### src/rtl/fft_pkg.sv
// fft_pkg: shared FSM state type, default geometry and drain-length helper
// for the streaming FFT stage sequencer.
package fft_pkg;

   typedef enum logic [1:0] {
      IDLE  = 2'd0,
      RUN   = 2'd1,
      DRAIN = 2'd2
   } seq_state_t;

   localparam int DEF_CBW  = 3;
   localparam int DEF_NST  = 3;
   localparam int DEF_SLAT = 2;

   // Cycles needed for the last accepted sample to leave the final stage.
   function automatic int drain_len(input int nst, input int slat);
      return nst * slat;
   endfunction

endpackage

### src/rtl/fft_stage_cnt.sv
// fft_stage_cnt: one sequenced pipeline stage. Delays the incoming
// (valid, first) framing pair by SLAT cycles and keeps a modulo-N sample
// counter that lines up with the delayed pair. A synchronous flush clears
// the whole delay line and the counter.
module fft_stage_cnt
   import fft_pkg::*;
#(
   parameter int CBW  = DEF_CBW,
   parameter int SLAT = DEF_SLAT
)
(
   input  logic           clk,
   input  logic           rst_n,
   input  logic           flush,
   input  logic           in_valid,
   input  logic           in_first,
   output logic           out_valid,
   output logic           out_first,
   output logic [CBW-1:0] cnt
);

   logic pre_valid;
   logic pre_first;

   generate
      if (SLAT > 1) begin : g_dly
         logic [SLAT-2:0] dly_valid;
         logic [SLAT-2:0] dly_first;

         // Carry the framing pair through the first SLAT-1 slots of the delay line.
         always_ff @(posedge clk or negedge rst_n) begin
            if (!rst_n) begin
               dly_valid <= '0;
               dly_first <= '0;
            end else if (flush) begin
               dly_valid <= '0;
               dly_first <= '0;
            end else begin
               dly_valid[0] <= in_valid;
               dly_first[0] <= in_first;
               for (int i = 1; i < SLAT - 1; i++) begin
                  dly_valid[i] <= dly_valid[i-1];
                  dly_first[i] <= dly_first[i-1];
               end
            end
         end

         assign pre_valid = dly_valid[SLAT-2];
         assign pre_first = dly_first[SLAT-2];
      end else begin : g_nodly
         assign pre_valid = in_valid;
         assign pre_first = in_first;
      end
   endgenerate

   // Final slot: the active flag, its first tag and the counter update together,
   // so cnt always shows the index of the sample the stage currently holds.
   always_ff @(posedge clk or negedge rst_n) begin
      if (!rst_n) begin
         out_valid <= 1'b0;
         out_first <= 1'b0;
         cnt       <= '0;
      end else if (flush) begin
         out_valid <= 1'b0;
         out_first <= 1'b0;
         cnt       <= '0;
      end else begin
         out_valid <= pre_valid;
         out_first <= pre_valid & pre_first;
         if (pre_valid) begin
            cnt <= pre_first ? '0 : cnt + CBW'(1);
         end
      end
   end

endmodule

### src/rtl/fft_stage_seq.sv
// fft_stage_seq: sequencer for the streaming FFT pipeline. Tracks the framed
// input stream, hands each of NST chained stages its sample counter and
// active flag, produces framed output flags and drains the pipe after the
// final frame.
// Build option: define FFT_SEQ_ERR_EN to enable framing-error detection
// (sticky err, err_clr, pipeline flush). Without it, err is tied low and an
// input gap inside a frame simply starts the drain.
module fft_stage_seq
   import fft_pkg::*;
#(
   parameter int CBW  = DEF_CBW,
   parameter int NST  = DEF_NST,
   parameter int SLAT = DEF_SLAT
)
(
   input  logic               clk,
   input  logic               rst_n,
   input  logic               in_valid,
   input  logic               in_first,
   output logic [NST*CBW-1:0] stage_cnt,
   output logic [NST-1:0]     stage_act,
   output logic               out_valid,
   output logic               out_first,
   output logic               out_last,
   output logic               busy,
   output logic               err,
   input  logic               err_clr
);

   localparam int             D     = drain_len(NST, SLAT);
   localparam int             DW    = $clog2(D + 1);
   localparam logic [DW-1:0]  D_VAL = DW'(D);

   seq_state_t     state;
   seq_state_t     state_nxt;
   logic [CBW-1:0] mcnt;
   logic [DW-1:0]  dcnt;
   logic           mcnt_zero;
   logic           err_event;
   logic           acc_valid;
   logic           acc_first;

   logic [NST-1:0] act_vec;
   logic [NST-1:0] first_vec;
   logic [CBW-1:0] cnt_arr [NST];

   assign mcnt_zero = (mcnt == '0);

   // State register.
   always_ff @(posedge clk or negedge rst_n) begin
      if (!rst_n) begin
         state <= IDLE;
      end else begin
         state <= state_nxt;
      end
   end

   // Next-state decode, including framing-error detection while running.
   always_comb begin
      state_nxt = state;
      err_event = 1'b0;
      unique case (state)
         IDLE: begin
            if (in_valid && in_first) begin
               state_nxt = RUN;
            end
         end
         RUN: begin
`ifdef FFT_SEQ_ERR_EN
            if ((!in_valid && !mcnt_zero) || (in_valid && (in_first != mcnt_zero))) begin
               err_event = 1'b1;
               state_nxt = IDLE;
            end else if (!in_valid) begin
               state_nxt = DRAIN;
            end
`else
            if (!in_valid) begin
               state_nxt = DRAIN;
            end
`endif
         end
         DRAIN: begin
            if (in_valid && in_first) begin
               state_nxt = RUN;
            end else if (dcnt == DW'(1)) begin
               state_nxt = IDLE;
            end
         end
         default: state_nxt = IDLE;
      endcase
   end

   // Output decode: a sample enters stage 0 exactly when the FSM is in RUN
   // next cycle; it is tagged first on frame entry or at a frame boundary.
   always_comb begin
      acc_valid = (state_nxt == RUN);
      acc_first = acc_valid && ((state != RUN) || mcnt_zero);
      busy      = (state != IDLE);
   end

   // Master sample counter and drain down-counter.
   always_ff @(posedge clk or negedge rst_n) begin
      if (!rst_n) begin
         mcnt <= '0;
         dcnt <= '0;
      end else begin
         if (state_nxt == RUN) begin
            mcnt <= (state == RUN) ? mcnt + CBW'(1) : CBW'(1);
         end else begin
            mcnt <= '0;
         end
         if (state_nxt == DRAIN) begin
            dcnt <= (state == DRAIN) ? dcnt - DW'(1) : D_VAL;
         end else begin
            dcnt <= '0;
         end
      end
   end

`ifdef FFT_SEQ_ERR_EN
   // Sticky framing error; a new error outranks a clear on the same edge.
   always_ff @(posedge clk or negedge rst_n) begin
      if (!rst_n) begin
         err <= 1'b0;
      end else if (err_event) begin
         err <= 1'b1;
      end else if (err_clr) begin
         err <= 1'b0;
      end
   end
`else
   logic unused_err_clr;
   assign err            = 1'b0;
   assign unused_err_clr = err_clr;
`endif

   // Stage chain: stage 0 takes accepted input, every later stage takes the
   // delayed pair of its predecessor.
   for (genvar k = 0; k < NST; k++) begin : g_stage
      logic src_valid;
      logic src_first;

      if (k == 0) begin : g_head
         assign src_valid = acc_valid;
         assign src_first = acc_first;
      end else begin : g_tail
         assign src_valid = act_vec[k-1];
         assign src_first = first_vec[k-1];
      end

      fft_stage_cnt #(
         .CBW  (CBW),
         .SLAT (SLAT)
      ) u_stage (
         .clk       (clk),
         .rst_n     (rst_n),
         .flush     (err_event),
         .in_valid  (src_valid),
         .in_first  (src_first),
         .out_valid (act_vec[k]),
         .out_first (first_vec[k]),
         .cnt       (cnt_arr[k])
      );

      assign stage_cnt[k*CBW +: CBW] = cnt_arr[k];
   end

   logic unused_tail_first;
   assign unused_tail_first = first_vec[NST-1];

   assign stage_act = act_vec;
   assign out_valid = act_vec[NST-1];
   assign out_first = act_vec[NST-1] && (cnt_arr[NST-1] == '0);
   assign out_last  = act_vec[NST-1] && (cnt_arr[NST-1] == {CBW{1'b1}});

endmodule

### config.mk
export PLATFORM = sky130hd
export DESIGN_NAME = fft_stage_seq
export DESIGN_NICKNAME = d
export VERILOG_FILES = /design/src/rtl/fft_pkg.sv /design/src/rtl/fft_stage_cnt.sv /design/src/rtl/fft_stage_seq.sv
export SDC_FILE = /design/constraint.sdc
export NUM_CORES = 1
export LEC_CHECK = 0
export ABC_AREA = 1
export BUFFER_PORTS_ARGS = -buffer_cell sky130_fd_sc_hd__buf_2
export CORE_AREA = 2 2 51 77
export DETAILED_ROUTE_END_ITERATION = 7
export DIE_AREA = 0 0 53 79
export HOLD_SLACK_MARGIN = 0.03
export PLACE_DENSITY = 0.62
export SYNTH_ARGS = -nofsm -noshare
export SYNTH_HDL_FRONTEND = slang
export SYNTH_HIERARCHICAL = 1
export SYNTH_SLANG_ARGS = --single-unit
### constraint.sdc
create_clock -name clk -period 3 [get_ports clk]
set_clock_uncertainty 0.05 [all_clocks]
set_input_delay 0.45 -clock clk [delete_from_list [all_inputs] [get_ports clk]]
set_output_delay 0.45 -clock clk [all_outputs]
set_load 0.02 [all_outputs]
# Yosys cells after proc, flatten, opt, wreduce, memory -nomap -nowiden
# Cells that the tools add are included.
[op_classes] n_eq_ne=7 muxes=12 reduce_logical=9 n_bitwise=2 add_sub_neg=5
[ops] cell="3-bit two-way mux" count=7
[ops] cell="3-bit by 1-bit adder with 3-bit output, second input constant" count=4
[ops] cell="2-bit two-way mux" count=4
[ops] cell="3-bit zero test" count=2
[ops] cell="2-bit one-hot mux with 3 select lines" count=1
[ops] cell="2-bit by 1-bit equality test with 1-bit output, second input constant" count=2
[ops] cell="2-bit equality test, second input constant" count=2
[ops] cell="1-bit logical AND" count=4
[ops] cell="3-bit by 1-bit equality test with 1-bit output, second input constant" count=1
[ops] cell="3-bit equality test, second input constant" count=1
[ops] cell="3-bit by 1-bit subtractor with 3-bit output, second input constant" count=1
[ops] cell="1-bit bitwise AND" count=2
[ops] cell="2-bit zero test" count=1
[ops] cell="2-bit by 1-bit inequality test with 1-bit output, second input constant" count=1
[ops] cell="2-bit nonzero test" count=1
[ops] cell="1-bit logical OR" count=1
[totals] wordCells=52 output_inout_bits=17 register_bits=28 inputBits=5

# Depth between registers and ports, before layout
# Gate-level depths: netlist of the first run.
[depth] ltp_word=6 depth_mapped=7 depth_no_buf=7

# By module
# Netlist of the first run, hierarchy kept.
[by_module_without_submodules] module="fft_stage_cnt" cells_each=34 area_per_inst_um2=290.3 instances=3
[by_module_without_submodules] module="fft_stage_seq" cells_each=59 area_per_inst_um2=483.0 instances=1

# Worst setup path after synthesis of the first run
# OpenSTA, ideal clock, no wires.
[synth_timing] kind="register to output" from="register g_stage[2].u_stage.cnt[0]" to="output out_first" stages_incl_launch_ff=2 setup_slack_ps=1265 arrival_ps=1235 path_cell_list="dfrtp_1 nor4_1"
[synth_between] elab_chain_cells=2
[synth_lines] element="from (decl)" line_no="fft_stage_cnt.sv:19" rtl="output logic [CBW-1:0] cnt"
[synth_lines] element="from (signal assigned)" line_no="fft_stage_cnt.sv:71" rtl="cnt <= pre_first ? '0 : cnt + CBW'(1);"
[synth_lines] element="3-bit zero test" line_no="fft_stage_seq.sv:173" rtl="assign out_first = act_vec[NST-1] && (cnt_arr[NST-1] == '0);"
[synth_lines] element="1-bit logical AND" line_no="fft_stage_seq.sv:173"
[synth_lines] element="to (decl)" line_no="fft_stage_seq.sv:23" rtl="output logic out_first,"
# No other way between the ends.

# Worst setup path in the final report of the first run
# Ends and elaborated chain as after synthesis.

==> results of run 1 <==
flip-flops by register name, summed over array words and instances, names as in the netlist:
name / cells
dcnt: 3
g_stage.u_stage/cnt: 9
g_stage.u_stage/g_dly.dly_first: 3
g_stage.u_stage/g_dly.dly_valid: 3
g_stage.u_stage/out_first: 2
g_stage.u_stage/out_valid: 3
mcnt: 3
state: 2
power breakdown:
group / internal (mW) / total (mW) / switching [mW]
Clock: 0.117 / 0.229 / 0.112
Combinational: 0.0261 / 0.0789 / 0.0528
Sequential: 0.392 / 0.402 / 0.00969
Total: 0.536 / 0.710 / 0.174
per-stage QoR:
stage / area (um2) / utilization [%] / power [mW] / std cells / hold WS [ps]
after floorplan: 1370 / - / 0.468 / 172 / 104
after global placement: 1490 / 42.1 / 0.490 / 230 / 401
after detailed placement: 1490 / 42.1 / 0.490 / 230 / 413
after CTS: 1550 / 43.6 / 0.723 / 234 / 164
after global routing: 1550 / 43.6 / 0.752 / 234 / 186
final: 1550 / 43.6 / 0.710 / 234 / 137
cell type report:
type / instances / area (um2) / area share (%)
clock buffers: 4 / 55.1 / 3.56
inverters: 34 / 128 / 8.25
multi-input cells: 106 / 515 / 33.3
flip-flops and latches: 28 / 701 / 45.3
well taps: 43 / 53.8 / 3.48
repair buffers: 19 / 95.1 / 6.14
cell usage in the layout (no fill, tap or decap):
cell type                  count
sky130_fd_sc_hd__nand3_1       2
sky130_fd_sc_hd__inv_1        31
sky130_fd_sc_hd__clkbuf_8      4
sky130_fd_sc_hd__nor2_1       17
sky130_fd_sc_hd__buf_2        19
sky130_fd_sc_hd__conb_1       15
sky130_fd_sc_hd__nor4_1        1
sky130_fd_sc_hd__inv_2         3
sky130_fd_sc_hd__a21oi_1       2
sky130_fd_sc_hd__ha_1          7
sky130_fd_sc_hd__nand3_2       1
sky130_fd_sc_hd__a21boi_0      1
sky130_fd_sc_hd__nor2_4        1
sky130_fd_sc_hd__nand2_1      49
sky130_fd_sc_hd__dfrtp_1      28
sky130_fd_sc_hd__nand3b_1      1
sky130_fd_sc_hd__nand2_2       4
sky130_fd_sc_hd__xnor2_1       2
sky130_fd_sc_hd__nor2_2        3
per-layer routing:
metal,wire (um),part of all wire [%]
met5,0,0
met3,72,3.9
met4,18,0.97
met2,990,53
met1,775,42
worst paths after layout:
check	slack, ps	end
worst max-delay path	1320	out_first
worst min-delay path	140	g_stage[1].u_stage/cnt[1]
max in group asynchronous	2360	dcnt[2]
worst max register to register	1890	g_stage[0].u_stage/g_dly.dly_first
min in group clk	410	state[0]
worst min register to register	420	g_stage[2].u_stage/g_dly.dly_first
worst max-delay path, stage by stage (launching register included):
cell and delay (ps):
sky130_fd_sc_hd__dfrtp_1 440, sky130_fd_sc_hd__nor4_1 270, sky130_fd_sc_hd__buf_2 200
==> flow_summary.ini, run 1 <==
[global_routing]
grt_start_max_net_pins = 29
grt_antenna_before_repair = 0
met2_usage_pct = 20.4
grt.met3_usage_pct = 1.69
first_global_vias = 923
gr-usage-all-layers_pct = 11.2
busiest_layer = met2
grt_first_pass_wirelength_mm = 3.57
global_route.overflow_total = 0
globalRouteMet1Util_pct = 12.5

[cts]
worst_setup_hold_path_clk_slew_ps = 90
numCtsBuffers = 3
ctsResizeCount = 0
cts_sinks = 28
worst_skew_pair.late_latency_ps = 270
cts.path.max_buffers = 2
cts_tree = built
clock_tree.htree_level_count = 1
postCtsHoldBufs = 0
cts.root.buffer_cell = sky130_fd_sc_hd__clkbuf_8
post_cts_buffers = 0

[setup_path]
start_kind = flop
crit_start = g_stage[2].u_stage/cnt[0]
ff2ff_path_depth = 7
cp_data_arrival_time_ps = 1180
worst-path-max-fanout = 6
critPathCaptureType = primary output
r2r_start = state[1]
critPathRequiredTime_ps = 2500
timing.setup.critical_path_class = flop to primary output

[die]
placementRows = 27
die_height_um = 79
core_area_um2 = 3550
dieArea_um2 = 4190
chipWidth_um = 53
floorplan.initialDensity_pct = 37.2
boundaryPins = 22

[outcome]
result_of_the_run = completed

[timing]
timing.fmax_mhz = 596
unrepaired_setup_endpoints_after_global_routing = no
total_count_of_hold_check_failures_in_the_final_report = 0
number_of_failing_setup_endpoints_in_the_final_timing_report = 0
layout_worst_path_cycle_share_pct = 55.9
setup_total_negative_slack_ps = 0
max_slew_margin_pct = 58.8
setup_slack_ps = 1320
timing_max_transition_violations_final = 0
worst-slew-pin-transition_ps = 618
final_period_minus_worst_setup_slack_ps = 1680

[synth]
synth_area_um2 = 1320
synth.yosys.warnings = 6
synthCells = 158
avgSynthCellArea_um2 = 8.36

[routing]
drt_drc_violations_left = 0
routed-via-count = 942
firstDrtPassIters = 4
1st_iter_drt_viols = 5
aggregate_routed_wire_length_mm = 1.86
route.detailed.wl_per_inst_um = 7.93
via_per_inst = 4.03
ant_nets = 0

[power_and_ir_drop]
p_leak_nw = 0.902
power.density_cell_area_nw_per_um2 = 459
ir_drop_uv = 300

[place]
preCtsSetupSlack_ps = 1640
globalplace.congestion = 0.670
detailedPlacementHpwl_mm = 1.41
port_buffers = 19

[layout]
layout.filler_cells = 388
diodes = 0
drive_above_1_share_pct = 18.3
final_layout_net_count = 204
p_r_area_growth_vs_syn_pct = 17.1

[flow_run]
drv.max_cap_violation_count = 0

[min_path]
hold_path.class = input port to async pin
No activity file was read; power rests on OpenSTA's default activity.
==> run 2, diff against run 1 <==
Settings changed: PLACE_DENSITY 0.62 to 0.64.
Clock period 3 ns to 1.4 ns, I/O delays scaled along.
==> run 2 against run 1 <==
  * The flow now finishes with violations (negative setup slack)
  * Clock power grew 110%
  * Via count grew 2.7%
  * Clock-buffer cell count is the same
  * Non-clock buffer count grew 7
  * Total power grew 120%
  * Final cell count grew 3.0%
  * Combinational power grew 120%
  * Register-to-register slack lost 1700 ps
  * Worst hold slack gained 23 ps
  * Largest power group unchanged
==> flow_summary.ini, run 2 (synthesis gave the netlist of run 1 again) <==
[place]
globalplace.congestion = 0.740
detailed_place.area_um2 = 1510
detailedPlacementHpwl_mm = 1.58
port_buffers = 19
preCtsSetupSlack_ps = 230

[die]
placementRows = 27
dieArea_um2 = 4190
die_height_um = 79
boundaryPins = 22
chipWidth_um = 53
floorplan.initialDensity_pct = 37.2
core_area_um2 = 3550

[layout]
finish.instance_area_um2 = 1620
largest_register = g_stage.u_stage/cnt
regArea_um2 = 701
p_r_area_growth_vs_syn_pct = 22.8
layout_commonest_cell = sky130_fd_sc_hd__nand2_1
layout_common_cells = 49 x sky130_fd_sc_hd__nand2_1, 30 x sky130_fd_sc_hd__inv_1, 28 x sky130_fd_sc_hd__dfrtp_1
final_layout_net_count = 211
drive_above_1_share_pct = 21.7
flip_flop_count_of_the_largest_register_after_layout = 9
diodes = 0
layout.filler_cells = 380
multi_input_area_um2 = 531

[routing]
route.detailed.wl_per_inst_um = 8.73
drt_drc_violations_left = 0
ant_nets = 0
via_per_inst = 4.01
firstDrtPassIters = 4
aggregate_routed_wire_length_mm = 2.10
1st_iter_drt_viols = 13
routed-via-count = 967

[cts]
cts_sinks = 28
numCtsBuffers = 3
cts.root.buffer_cell = sky130_fd_sc_hd__clkbuf_8
worst_setup_hold_path_clk_slew_ps = 90
cts.path.max_buffers = 2
worst_skew_pair.late_latency_ps = 270
cts_tree = built
clock_tree.htree_level_count = 1

[global_routing]
first_global_vias = 946
global_route.overflow_total = 0
grt_first_pass_wirelength_mm = 3.77
gr-usage-all-layers_pct = 12.0
grt_antenna_before_repair = 0
grt_start_max_net_pins = 29

[outcome]
result_of_the_run = finished with violations
violations = negative setup slack

[timing]
layout_worst_path_cycle_share_pct = 101
final_period_minus_worst_setup_slack_ps = 1410
total_count_of_hold_check_failures_in_the_final_report = 0
timing_max_transition_violations_final = 0
timing.fmax_mhz = 707
setup_slack_ps = -13.5
unrepaired_setup_endpoints_after_global_routing = yes
number_of_failing_setup_endpoints_in_the_final_timing_report = 1

[flow_run]
drv.max_cap_violation_count = 0

[setup_path]
critPathRequiredTime_ps = 1140
critPathCaptureType = primary output
worst-path-max-fanout = 2
start_kind = flop
cp_data_arrival_time_ps = 1150
timing.setup.critical_path_class = flop to primary output

[power_and_ir_drop]
p_leak_nw = 0.937
power.density_cell_area_nw_per_um2 = 941
ir_drop_uv = 537

[min_path]
hold_path.class = input port to flop
[run 2: changes by cell type in the layout (fill, tap and decap cells not counted)]
cell	before	now
sky130_fd_sc_hd__buf_2	19	17
sky130_fd_sc_hd__inv_2	3	4
sky130_fd_sc_hd__nor4_4	0	1
sky130_fd_sc_hd__buf_4	0	8
sky130_fd_sc_hd__nor4_1	1	0
sky130_fd_sc_hd__dlygate4sd3_1	0	1
sky130_fd_sc_hd__inv_1	31	30
[run 2: worst paths after layout]
path,startpoint,to,slack (ps),cells after the start
setup / recovery,g_stage[2].u_stage/out_valid,out_first,-10,3
hold / removal,in_valid,state[0],160,3
setup reg to reg,g_stage[2].u_stage/cnt[0],g_stage[2].u_stage/cnt[2],240,7
hold reg to reg,g_stage[1].u_stage/out_first,g_stage[2].u_stage/g_dly.dly_first,420,2
max in group asynchronous,rst_n,mcnt[1],630,3
min in group asynchronous,rst_n,g_stage[0].u_stage/cnt[1],410,3
[run 2: worst max-delay path: stages (launching register included)]
cell and delay [ps]:
sky130_fd_sc_hd__dfrtp_1 370, sky130_fd_sc_hd__inv_2 60, sky130_fd_sc_hd__nor4_4 270, sky130_fd_sc_hd__buf_4 180
[run 2: routing by layer]
layer,GRT usage (%),wire length (um)
met2,22.3,1200
met1,12.6,824
met4,6.15,23
met5,0,0
met3,1.69,56
[run 2: what timing repair did]
action / CTS / global route
setup endpoints to repair: 1 / 2
setup buffers: 4 / 1
hold buffers: 1 / 0
pin swaps: 1 / 1
gates resized for setup: 0 / 4
hold endpoints to repair: 28 / 0
cloned: 0 / 0
[run 2: area by class of cell]
class,count,area share [%]
sequential,28,43.2
multi-input combinational,106,32.7
timing repair buffer,26,9.56
inverter,34,7.86
clock buffer,4,3.39
tap,43,3.32
[run 2: power breakdown]
| part | internal, mW | switching, mW | total [mW] |
|---|---|---|---|
| sequential | 0.840 | 0.0219 | 0.862 |
| clock | 0.251 | 0.236 | 0.487 |
| combinational | 0.0609 | 0.116 | 0.177 |
[run 2: per-stage QoR]
step	utilization, %	TNS (ps)	instances	power, mW	hold WS, ps
after floorplan	-	0	172	1.00	-136
after global placement	42.5	0	231	1.05	185
after detailed placement	42.5	0	231	1.06	184
after CTS	45.1	-10.3	240	1.56	157
after global routing	45.7	-143	241	1.61	190
final	45.7	-13.5	241	1.53	160
